`src/rtl/osc_capture_pkg.sv`:
```
// Shared types and helpers for the oscilloscope capture engine.
// Holds the FSM state encoding, trigger-mode codes and a width helper.
package osc_capture_pkg;

  typedef enum logic [2:0] {
    ST_IDLE  = 3'd0,
    ST_PRE   = 3'd1,
    ST_ARMED = 3'd2,
    ST_POST  = 3'd3,
    ST_DONE  = 3'd4
  } cap_state_e;

  localparam logic [1:0] TRIG_RISE   = 2'b00;
  localparam logic [1:0] TRIG_FALL   = 2'b01;
  localparam logic [1:0] TRIG_EITHER = 2'b10;
  localparam logic [1:0] TRIG_AUTO   = 2'b11;

  // Index width that never collapses to zero bits for a single channel.
  function automatic int clog2_min1(input int n);
    return (n <= 2) ? 1 : $clog2(n);
  endfunction

endpackage

```
`src/rtl/osc_trig_detect.sv`:
```
// Edge/level trigger detector for one channel: remembers the previous written
// sample and raises a single-cycle trig pulse on a qualifying frame.
module osc_trig_detect
  import osc_capture_pkg::*;
#(
  parameter int SAMPLE_W = 12
) (
  input  logic                clk_i,
  input  logic                rst_i,
  input  logic                clr_i,
  input  logic                smp_vld_i,
  input  logic [SAMPLE_W-1:0] smp_i,
  input  logic [SAMPLE_W-1:0] level_i,
  input  logic [1:0]          mode_i,
  output logic                trig_o
);

  logic [SAMPLE_W-1:0] prev_q;
  logic                prev_vld_q;
  logic                cur_hi, prev_hi, rise, fall, hit;

  always_ff @(posedge clk_i) begin
    if (rst_i || clr_i) begin
      prev_q     <= '0;
      prev_vld_q <= 1'b0;
    end else if (smp_vld_i) begin
      prev_q     <= smp_i;
      prev_vld_q <= 1'b1;
    end
  end

  always_comb begin
    cur_hi  = smp_i >= level_i;
    prev_hi = prev_q >= level_i;
    // Edge modes need a real previous sample; the first frame after arm has none.
    rise    = prev_vld_q && !prev_hi && cur_hi;
    fall    = prev_vld_q && prev_hi && !cur_hi;
    unique case (mode_i)
      TRIG_RISE:   hit = rise;
      TRIG_FALL:   hit = fall;
      TRIG_EITHER: hit = rise || fall;
      default:     hit = 1'b1;
    endcase
    trig_o = smp_vld_i && hit;
  end

endmodule

```
`src/rtl/osc_capture_engine.sv`:
```
// Multi-channel capture engine: decimates ADC frames, serialises kept frames
// into the on-chip RAM ring and records a pre/post-trigger window.
module osc_capture_engine
  import osc_capture_pkg::*;
#(
  parameter int NUM_CH   = 2,
  parameter int SAMPLE_W = 12,
  parameter int DATA_W   = 16,
  parameter int ADDR_W   = 9,
  parameter int DECIM_W  = 16
) (
  input  logic                           clk_clk,
  input  logic                           reset_reset,
  input  logic                           adc_valid,
  input  logic [NUM_CH*SAMPLE_W-1:0]     adc_data,
  input  logic                           cfg_arm,
  input  logic [clog2_min1(NUM_CH)-1:0]  cfg_trig_ch,
  input  logic [SAMPLE_W-1:0]            cfg_trig_level,
  input  logic [1:0]                     cfg_trig_mode,
  input  logic [ADDR_W-1:0]              cfg_pretrig,
  input  logic [DECIM_W-1:0]             cfg_decim,
  output logic [ADDR_W-1:0]              mem_address,
  output logic                           mem_chipselect,
  output logic                           mem_clken,
  output logic                           mem_write,
  output logic [DATA_W-1:0]              mem_writedata,
  output logic [DATA_W/8-1:0]            mem_byteenable,
  output logic [2:0]                     status_state,
  output logic [ADDR_W-1:0]              status_trig_addr,
  output logic                           status_done,
  output logic                           status_overrun
);

  localparam int TCH_W  = clog2_min1(NUM_CH);
  localparam int DEPTH  = 2**ADDR_W;
  localparam int FRAMES = DEPTH / NUM_CH;
  localparam int CNT_W  = ADDR_W + 1;
  localparam int SER_W  = $clog2(NUM_CH + 1);
  localparam logic [ADDR_W-1:0] PRE_MAX = ADDR_W'(FRAMES - 1);

  cap_state_e                       state_q, state_d;
  logic [TCH_W-1:0]                 tch_q, tch_d;
  logic [SAMPLE_W-1:0]              lvl_q, lvl_d;
  logic [1:0]                       mode_q, mode_d;
  logic [ADDR_W-1:0]                pre_q, pre_d;
  logic [DECIM_W-1:0]               decim_q, decim_d, dec_cnt_q, dec_cnt_d;
  logic [ADDR_W-1:0]                pre_cnt_q, pre_cnt_d;
  logic [CNT_W-1:0]                 post_cnt_q, post_cnt_d;
  logic [ADDR_W-1:0]                wptr_q, wptr_d, trig_addr_q, trig_addr_d;
  logic [SER_W-1:0]                 ser_cnt_q, ser_cnt_d;
  logic [NUM_CH-1:0][DATA_W-1:0]    sh_q, sh_d;
  logic                             ovr_q, ovr_d, clken_q;

  logic [NUM_CH-1:0][SAMPLE_W-1:0]  smp;
  logic [CNT_W-1:0]                 post_tgt;
  logic [ADDR_W-1:0]                start_addr;
  logic writing, busy, pre_full, post_full, armed_now;
  logic frame_in, keep, load, trig, trig_hit;

  assign smp = adc_data;

  osc_trig_detect #(.SAMPLE_W(SAMPLE_W)) u_trig (
    .clk_i     (clk_clk),
    .rst_i     (reset_reset),
    .clr_i     (cfg_arm),
    .smp_vld_i (load),
    .smp_i     (smp[tch_q]),
    .level_i   (lvl_q),
    .mode_i    (mode_q),
    .trig_o    (trig)
  );

  always_comb begin
    writing    = ser_cnt_q != '0;
    // The last word of a frame frees the shifter, so a new frame may load then.
    busy       = ser_cnt_q > SER_W'(1);
    post_tgt   = CNT_W'(FRAMES) - {1'b0, pre_q};
    pre_full   = pre_cnt_q == pre_q;
    post_full  = post_cnt_q == post_tgt;
    armed_now  = (state_q == ST_ARMED) || (state_q == ST_PRE && pre_full);
    frame_in   = adc_valid && ((state_q == ST_PRE) || (state_q == ST_ARMED) ||
                               (state_q == ST_POST && !post_full));
    keep       = frame_in && (dec_cnt_q == decim_q);
    load       = keep && !busy;
    trig_hit   = trig && armed_now;
    start_addr = wptr_q + {{(ADDR_W-1){1'b0}}, writing};

    state_d     = state_q;
    tch_d       = tch_q;
    lvl_d       = lvl_q;
    mode_d      = mode_q;
    pre_d       = pre_q;
    decim_d     = decim_q;
    dec_cnt_d   = dec_cnt_q;
    pre_cnt_d   = pre_cnt_q;
    post_cnt_d  = post_cnt_q;
    wptr_d      = wptr_q;
    trig_addr_d = trig_addr_q;
    ser_cnt_d   = ser_cnt_q;
    sh_d        = sh_q;
    ovr_d       = ovr_q;

    if (writing) begin
      wptr_d    = wptr_q + ADDR_W'(1);
      ser_cnt_d = ser_cnt_q - SER_W'(1);
      for (int i = 0; i < NUM_CH - 1; i++) sh_d[i] = sh_q[i+1];
      sh_d[NUM_CH-1] = '0;
    end
    if (frame_in) dec_cnt_d = keep ? '0 : dec_cnt_q + DECIM_W'(1);
    if (keep && busy) ovr_d = 1'b1;
    if (load) begin
      ser_cnt_d = SER_W'(NUM_CH);
      for (int i = 0; i < NUM_CH; i++) sh_d[i] = DATA_W'(smp[i]);
      if (state_q == ST_PRE && !pre_full) pre_cnt_d = pre_cnt_q + ADDR_W'(1);
      if (state_q == ST_POST) post_cnt_d = post_cnt_q + CNT_W'(1);
      if (trig_hit) begin
        post_cnt_d  = CNT_W'(1);
        trig_addr_d = start_addr;
      end
    end

    unique case (state_q)
      ST_PRE: begin
        if (trig_hit) state_d = ST_POST;
        else if (pre_full && ser_cnt_q <= SER_W'(1)) state_d = ST_ARMED;
      end
      ST_ARMED: if (trig_hit) state_d = ST_POST;
      ST_POST:  if (post_full && ser_cnt_q == SER_W'(1)) state_d = ST_DONE;
      default:  state_d = state_q;
    endcase

    // Arm wins over everything, including a frame in flight.
    if (cfg_arm) begin
      state_d     = ST_PRE;
      tch_d       = cfg_trig_ch;
      lvl_d       = cfg_trig_level;
      mode_d      = cfg_trig_mode;
      pre_d       = (cfg_pretrig > PRE_MAX) ? PRE_MAX : cfg_pretrig;
      decim_d     = cfg_decim;
      dec_cnt_d   = '0;
      pre_cnt_d   = '0;
      post_cnt_d  = '0;
      wptr_d      = '0;
      trig_addr_d = '0;
      ser_cnt_d   = '0;
      ovr_d       = 1'b0;
    end
  end

  always_ff @(posedge clk_clk) begin
    if (reset_reset) begin
      state_q     <= ST_IDLE;
      tch_q       <= '0;
      lvl_q       <= '0;
      mode_q      <= '0;
      pre_q       <= '0;
      decim_q     <= '0;
      dec_cnt_q   <= '0;
      pre_cnt_q   <= '0;
      post_cnt_q  <= '0;
      wptr_q      <= '0;
      trig_addr_q <= '0;
      ser_cnt_q   <= '0;
      sh_q        <= '0;
      ovr_q       <= 1'b0;
      clken_q     <= 1'b0;
    end else begin
      state_q     <= state_d;
      tch_q       <= tch_d;
      lvl_q       <= lvl_d;
      mode_q      <= mode_d;
      pre_q       <= pre_d;
      decim_q     <= decim_d;
      dec_cnt_q   <= dec_cnt_d;
      pre_cnt_q   <= pre_cnt_d;
      post_cnt_q  <= post_cnt_d;
      wptr_q      <= wptr_d;
      trig_addr_q <= trig_addr_d;
      ser_cnt_q   <= ser_cnt_d;
      sh_q        <= sh_d;
      ovr_q       <= ovr_d;
      clken_q     <= 1'b1;
    end
  end

  assign mem_address      = wptr_q;
  assign mem_chipselect   = writing;
  assign mem_write        = writing;
  assign mem_clken        = clken_q;
  assign mem_writedata    = writing ? sh_q[0] : '0;
  assign mem_byteenable   = writing ? '1 : '0;
  assign status_state     = state_q;
  assign status_trig_addr = trig_addr_q;
  assign status_done      = state_q == ST_DONE;
  assign status_overrun   = ovr_q;

endmodule

```
`config.mk`:
```
export PLATFORM = sky130hd
export DESIGN_NAME = osc_capture_engine
export DESIGN_NICKNAME = d
export VERILOG_FILES = /design/src/rtl/osc_capture_pkg.sv /design/src/rtl/osc_trig_detect.sv /design/src/rtl/osc_capture_engine.sv
export SDC_FILE = /design/constraint.sdc
export NUM_CORES = 1
export LEC_CHECK = 0
export ABC_AREA = 1
export CAP_MARGIN = 10
export CORE_MARGIN = 4
export CORE_UTILIZATION = 45
export CTS_CLUSTER_DIAMETER = 60
export CTS_CLUSTER_SIZE = 16
export DETAILED_ROUTE_END_ITERATION = 12
export PLACE_DENSITY = 0.64
export SETUP_SLACK_MARGIN = 0.02
export SLEW_MARGIN = 20
export SYNTH_ARGS = -nofsm -noshare
export SYNTH_HDL_FRONTEND = slang
export SYNTH_HIERARCHICAL = 1
export SYNTH_SLANG_ARGS = --single-unit
```
`constraint.sdc`:
```
create_clock -name clk_clk -period 6.77 [get_ports clk_clk]
set_input_delay 0.677 -clock clk_clk [delete_from_list [all_inputs] [get_ports clk_clk]]
set_output_delay 0.677 -clock clk_clk [all_outputs]
set_load 0.02 [all_outputs]
```
# Word-level counts from Yosys, hierarchy flattened
# Index checks and enable logic that the tools add are counted.
[word_totals] ff_bits=137 inputBits=68 out_inout_bits=44 wordCells=107
[classes] addsub=7 n_lt_le_gt_ge=6 eq_ne=16 mux=20 n_reduce_logical=38
[ops] cell="$mux W28" n=2
[ops] cell="$mux W12" n=3
[ops] cell="$ge A12 B12 Y1" n=2
[ops] cell="$mux W10" n=2
[ops] cell="$add A9 B1 Y9 const B" n=2
[ops] cell="$add A16 B1 Y16 const B" n=1
[ops] cell="$eq A16 B16 Y1" n=1
[ops] cell="$mux W16" n=1
[ops] cell="$logic_and A1 B1 Y1" n=15
[ops] cell="$mux W3" n=4
[ops] cell="$add A10 B1 Y10 const B" n=1
[ops] cell="$eq A10 B10 Y1" n=1
[ops] cell="$sub A9 B9 Y10 const A" n=1
[ops] cell="$add A9 B1 Y9" n=1
[ops] cell="$eq A9 B9 Y1" n=1
[ops] cell="$gt A9 B8 Y1 const B" n=1
[ops] cell="$mux W9" n=1
[ops] cell="$pmux W3 S3" n=1
[ops] cell="$reduce_and A4 Y1" n=2
[ops] cell="$eq A3 B2 Y1 const B" n=2
[ops] cell="$mux W2" n=3
[ops] cell="$ne A3 B2 Y1 const B" n=2
[ops] cell="$reduce_and A2 Y1" n=3
[ops] cell="$reduce_bool A2 Y1" n=3
[ops] cell="other kinds (21)" n=31

# Depth between registers and ports, before layout
[depth] ltp_word=13 mapped_depth=27 depth_no_buf=25

# Cells and area by module
# Netlist, hierarchy kept.
[modules_own_cells] mod="osc_capture_engine" instances=1 cells_per_inst=948 area_each_um2=6502.5 seq_area_each_um2=2482.4
[modules_own_cells] mod="osc_trig_detect" instances=1 cells_per_inst=175 area_each_um2=1146.1 seq_area_each_um2=260.2

# Worst setup path before layout
# No wires, ideal clock.
[synth_path] path_type="register to register" startpoint="register pre_q[0]" endpoint="register post_cnt_q[8]" setup_ps=132 arrival_time_ps=2913 t_required_ps=6638 slack_ps=3724 path_stages_with_launch=27 n_path_buf=3 period_less_slack_ps=3046 cell_sequence="dfxtp_1 -> inv_2 -> ha_1 -> inv_1 -> nor2_1 -> nand3_1 -> nand2_1 -> nand3b_1 -> nand2_1 -> nor2_1 -> nand3_2 -> nand2_2 -> nand2_4 -> nand3_4 -> nor2_4 -> buf_2 -> buf_4 -> nand2_1 -> inv_1 -> inv_1 -> nor2_1 -> nand2_1 -> inv_2 -> nor2_1 -> clkbuf_1 -> o21ai_0 -> a21oi_1"
[synth_between] elab_chain_len=12 word_cells_on_any_way=16 classes_between="add/sub: 1; eq/ne: 2; mux: 1; reduce/logical: 12"
[synth_rtl] element="from (decl)" line_no="osc_capture_engine.sv:45" source="logic [ADDR_W-1:0] pre_q, pre_d;"
[synth_rtl] element="from (signal assigned)" line_no="osc_capture_engine.sv:172" source="pre_q <= pre_d;"
[synth_rtl] element="$sub A9 B9 Y10 (*)" line_no="osc_capture_engine.sv:77" source="post_tgt = CNT_W'(FRAMES) - {1'b0, pre_q};"
[synth_rtl] element="$eq A10 B10 Y1 (*)" line_no="osc_capture_engine.sv:79" source="post_full = post_cnt_q == post_tgt;"
[synth_rtl] element="$logic_not A1 Y1 (*)" line_no="osc_capture_engine.sv:82" source="(state_q == ST_POST && !post_full));"
[synth_rtl] element="$logic_and A1 B1 Y1 (*)" line_no="osc_capture_engine.sv:82"
[synth_rtl] element="$logic_or A1 B1 Y1 (*)" line_no="osc_capture_engine.sv:81" source="frame_in = adc_valid && ((state_q == ST_PRE) || (state_q == ST_ARMED) ||"
[synth_rtl] element="$logic_and A1 B1 Y1 (*)" line_no="osc_capture_engine.sv:81"
[synth_rtl] element="$logic_and A1 B1 Y1 (*)" line_no="osc_capture_engine.sv:83" source="keep = frame_in && (dec_cnt_q == decim_q);"
[synth_rtl] element="$logic_and A1 B1 Y1 (*)" line_no="osc_capture_engine.sv:84" source="load = keep && !busy;"
[synth_rtl] element="named net load" line_no="osc_capture_engine.sv:58" source="logic frame_in, keep, load, trig, trig_hit;"
[synth_rtl] element="$logic_and A1 B1 Y1 (*)" line_no="osc_trig_detect.sv:44" source="trig_o = smp_vld_i && hit;"
[synth_rtl] element="named net trig" line_no="osc_capture_engine.sv:58"
[synth_rtl] element="$logic_and A1 B1 Y1 (*)" line_no="osc_capture_engine.sv:85" source="trig_hit = trig && armed_now;"
[synth_rtl] element="$reduce_bool A2 Y1 (no line)"
[synth_rtl] element="$reduce_and A2 Y1 (no line)"
[synth_rtl] element="to (signal assigned)" line_no="osc_capture_engine.sv:176" source="post_cnt_q <= post_cnt_d;"
[synth_rtl] element="to (decl)" line_no="osc_capture_engine.sv:48" source="logic [CNT_W-1:0] post_cnt_q, post_cnt_d;"
# Mark *: on every way through the listed nets, which the timed path passes. The rest lies on a longest branch.
# A chain may end at the register's enable or synchronous reset.

# Worst setup path after layout
[layout_path] startpoint="register tch_q" endpoint="register post_cnt_q[9]"
[layout_between] elab_chain_len=11 word_cells_on_any_way=13 classes_between="order compare: 1; mux: 4; reduce/logical: 8"
[layout_rtl] element="from (decl)" line_no="osc_capture_engine.sv:42" source="logic [TCH_W-1:0] tch_q, tch_d;"
[layout_rtl] element="from (signal assigned)" line_no="osc_capture_engine.sv:169" source="tch_q <= tch_d;"
[layout_rtl] element="$mux W12 (not written as such) (*) (2 in series)" line_no="osc_capture_engine.sv:67" source=".smp_i (smp[tch_q]),"
[layout_rtl] element="$ge A12 B12 Y1 (*)" line_no="osc_trig_detect.sv:33" source="cur_hi = smp_i >= level_i;"
[layout_rtl] element="$logic_not A1 Y1" line_no="osc_trig_detect.sv:37" source="fall = prev_vld_q && prev_hi && !cur_hi;"
[layout_rtl] element="$logic_and A1 B1 Y1" line_no="osc_trig_detect.sv:37"
[layout_rtl] element="$logic_or A1 B1 Y1" line_no="osc_trig_detect.sv:41" source="TRIG_EITHER: hit = rise || fall;"
[layout_rtl] element="$pmux W1 S3 (*)" line_no="osc_trig_detect.sv:38" source="unique case (mode_i)"
[layout_rtl] element="$logic_and A1 B1 Y1 (*)" line_no="osc_trig_detect.sv:44"
[layout_rtl] element="named net trig" line_no="osc_capture_engine.sv:58"
[layout_rtl] element="$logic_and A1 B1 Y1 (*)" line_no="osc_capture_engine.sv:85"
[layout_rtl] element="$reduce_bool A2 Y1 (no line)"
[layout_rtl] element="$reduce_and A2 Y1 (no line)"
# Mark *: on every way through the listed nets, which the timed path passes. The rest lies on a longest branch. The select of a mux whose other input is x is not followed.

==> impl_results.md <==
- DRC viols: 0
- Peak supply drop: 203 uV
- CP Buf/Inv Count: 3
- Post-DRT Antenna Nets: 0
- Max Fclk: 284 MHz
- Pin count of the biggest net entering global routing: 57
- Post-DP HPWL: 14,100 um
- Bufs on Longest Clock Path: 2
- Setup bufs post-CTS: 0
- Die Area: 0.0191 mm2
- Main synth FF type: dfxtp_1
- Fin crit share: 52.0%
- Grt ovf: 0
- First-pass GRT wire length: 33,100 um
- Drt pass-1 iters: 6
- CP peak stage delay: 0.73 ns
- Die Wd: 138 um
- Setup TNS: 0 ns
- Top delay family on crit path: simple AND/OR/NAND/NOR gates
- Yosys top cell area share: 35.9%
- Synth-to-Final Area Change: 22.5%
- Core area: 0.0166 mm2
- Initial DRC Count: 461
- Total routed wirelength: 19,700 um
- Port Buffers: 107
- Die Ht: 138 um
- Clock transition at the registers of the reported paths: 0.07 ns
- All-layer global routing usage: 20.6%
- Fin. max-slew vios: 0
- CP cell instances: mux2_2, ha_1, nand2_1, nor2_1, nand2_1, a21oi_1, nor2_2, nand3_1, nand3_1, nand2_1, inv_1, inv_1, nor2_1, nand2_1, inv_2, nor2_1, o21ai_0, a21oi_1
- Status: finished clean
- Post_cts resized: 0
- Synth area leader: dfxtp_1
- Syn Std Cell Area: 0.00765 mm2
- CTS sink cnt: 137
- Synth top area cells: dfxtp_1 (36%), nand2_1 (12%), nor2_1 (7.7%), inv_1 (6.4%), nand3_1 (5.8%)
- Crit path time final: 3.52 ns
- Final Wtd Congestion: 0.851
- Slowest cell on the critical path: dfxtp_1
- Crit. End Element: register
- Unique masters post-synth: 41
- Placed cells: 1,410
- Synth Area in Compound Gates: 10.5%
- Simple-Gate Fraction of Synth Area: 31.7%
- Initial Utilization: 46.0%
- Arrival time worst endpoint: 3.84 ns
- RSZ-0062 raised after global routing: no
- Clock Latency Late Sink: 0.42 ns
- Avg Cell Area, Syn: 6.81 um2
- Asr flop ratio synth: 0%
- Slew HR: 41.6%
- Antenna violations before repair: 0
- Register bit total from synthesis: 137
- CTS tree: built
- Final setup viols: 0
- Vias in the first global route: 6,722
- Cells after synthesis: 1,123
- Filler Cell Count: 1,584
- Root buffer cell: clkbuf_16
- Nets@finish: 1,308
- Seq/Total Area, Yosys: 35.9%
- Vias per cell: 4.93
- Pleak: 3.83 nW
- Fin cells: 1,442
- Adder-cell share of the synthesized area: 5.07%
- I/O Pins: 112
- Dominant combinational cell family by area after synthesis: simple AND/OR/NAND/NOR gates
- HP Class: reg2reg
- Peak fanout along the critical path: 13
- Final Hold Violating Endpoints: 0
- CTS Hold Bufs: 0
- Share of cells above drive strength 1: 6.22%
- Worst hold slack: 0.466 ns
- Vias post-DR: 7,110
- Post-DR wirelength/cell: 13.7 um
- Critical path class: reg2reg
- Htree depth: 4
- Setup crit start kind: register
- Row cnt: 47
- Cell mode on critical path: nand2_1
- Worst-Margin Slew: 0.871 ns
- Cell Pwr Density: 208 mW/mm2
- Diodes inserted: 0
- Mux share of post-synthesis cell area: 1.77%
- Critical path required time: 7.09 ns
- Post-synth EDFFs: 0
- Synthesis Warnings: 6
- Max Cap Violations: 0
- Num CTS Buffers: 17
- Synth Area in XOR/XNOR: 4.92%
- Setup Skew: 0.0102 ns
[cell type report]
cell class | count | area, um2 | area share (%)
clock inverters | 14 | 139 | 1.48
well taps | 220 | 275 | 2.94
repair buffers | 113 | 1120 | 11.9
inverters | 140 | 527 | 5.62
clock buffers | 18 | 429 | 4.58
flip-flops and latches | 137 | 2740 | 29.3
multi-input cells | 800 | 4140 | 44.2
[synth_stat cells (2+ instances only)]
cell type    n
a211oi_1    13
a21oi_1     70
buf_1        2
buf_2        4
buf_4       13
buf_6        2
clkbuf_1    28
clkinv_1     5
dfxtp_1    137
ha_1        31
inv_1      130
inv_2        5
mux2_2      12
nand2_1    243
nand2_2      6
nand3_1     89
nand3_2      2
nand3b_1     5
nand4_1     11
nor2_1     156
nor2_2       4
nor2_4       3
nor3_1      23
nor3b_1      5
nor4_1       4
o21ai_0     64
xnor2_1     14
xor2_1      29
[stage by stage]
stage	util, %	instance area [um2]	setup WS, ns	power [mW]
after floorplan	-	7660	3.72	0.990
after global placement	52.9	8800	3.12	1.07
after detailed placement	52.9	8800	3.00	1.07
after CTS	56.3	9370	3.23	1.97
after global routing	56.3	9370	2.88	2.03
final	56.3	9370	3.25	1.95
[cell usage in the layout, fill, tap and decap left out, types with 5 or more instances in the layout]
cell and instances:
a211oi_1 13, a21oi_1 70, buf_4 6, clkbuf_16 17, clkdlybuf4s50_1 107, dfxtp_1 137, ha_1 31, inv_1 130
inv_2 5, mux2_2 12, nand2_1 243, nand2_2 6, nand3_1 89, nand3b_1 5, nand4_1 11, nor2_1 155
nor2_2 5, nor3_1 23, nor3b_1 5, o21ai_0 64, xnor2_1 14, xor2_1 29
[cells by family after synthesis]
| group | Yosys count |
|---|---|
| AND/OR/NAND/NOR | 558 |
| adder cells (fa/ha/maj) | 31 |
| multiplexers | 12 |
| other | 1 |
| AO/OA/AOI/OAI | 152 |
| flip-flops | 137 |
| XOR/XNOR | 43 |
| buffers and inverters | 189 |
[sequential cells by signal (all words and copies together) (netlist names), 3 cells and up]
name	cells
sh_q	24
dec_cnt_q	16
decim_q	16
lvl_q	12
u_trig/prev_q	12
post_cnt_q	10
mem_address	9
pre_cnt_q	9
pre_q	9
status_trig_addr	9
status_state	3
[power breakdown]
group / internal, mW / total (mW) / switching, mW / leakage, nW
Sequential: 0.825 / 0.842 / 0.0172 / 1.11
Clock: 0.513 / 0.897 / 0.384 / 0.270
Combinational: 0.0943 / 0.210 / 0.116 / 2.45
Total: 1.43 / 1.95 / 0.517 / 3.83
[routing by layer]
layer,routed length (um),GRT usage (%),up-vias
li1,-,-,3764
met1,9530,27.8,3156
met2,8960,33.2,166
met3,931,4.73,24
met4,297,5.77,0
met5,0,0,-
[tightest hold or removal path: cells and delay by family (launching register included)]
kind | cells | cell delay [ns]
AOI/OAI and AO/OA | 1 | 0.06
DFF | 1 | 0.32
and+or+nand+nor | 1 | 0.05
[final timing paths]
| kind | from | end | slack (ns) | cells past startpoint |
|---|---|---|---|---|
| setup / recovery | tch_q$_SDFFE_PP0P_ | post_cnt_q[9]$_SDFFE_PP0P_ | 3.25 | 18 |
| hold / removal | status_overrun$_SDFFE_PP0P_ | status_overrun$_SDFFE_PP0P_ | 0.47 | 2 |
| setup reg to reg | tch_q$_SDFFE_PP0P_ | post_cnt_q[9]$_SDFFE_PP0P_ | 3.25 | 18 |
| hold reg to reg | status_overrun$_SDFFE_PP0P_ | status_overrun$_SDFFE_PP0P_ | 0.47 | 2 |
Note: power is estimated with default switching activity, not from simulation.
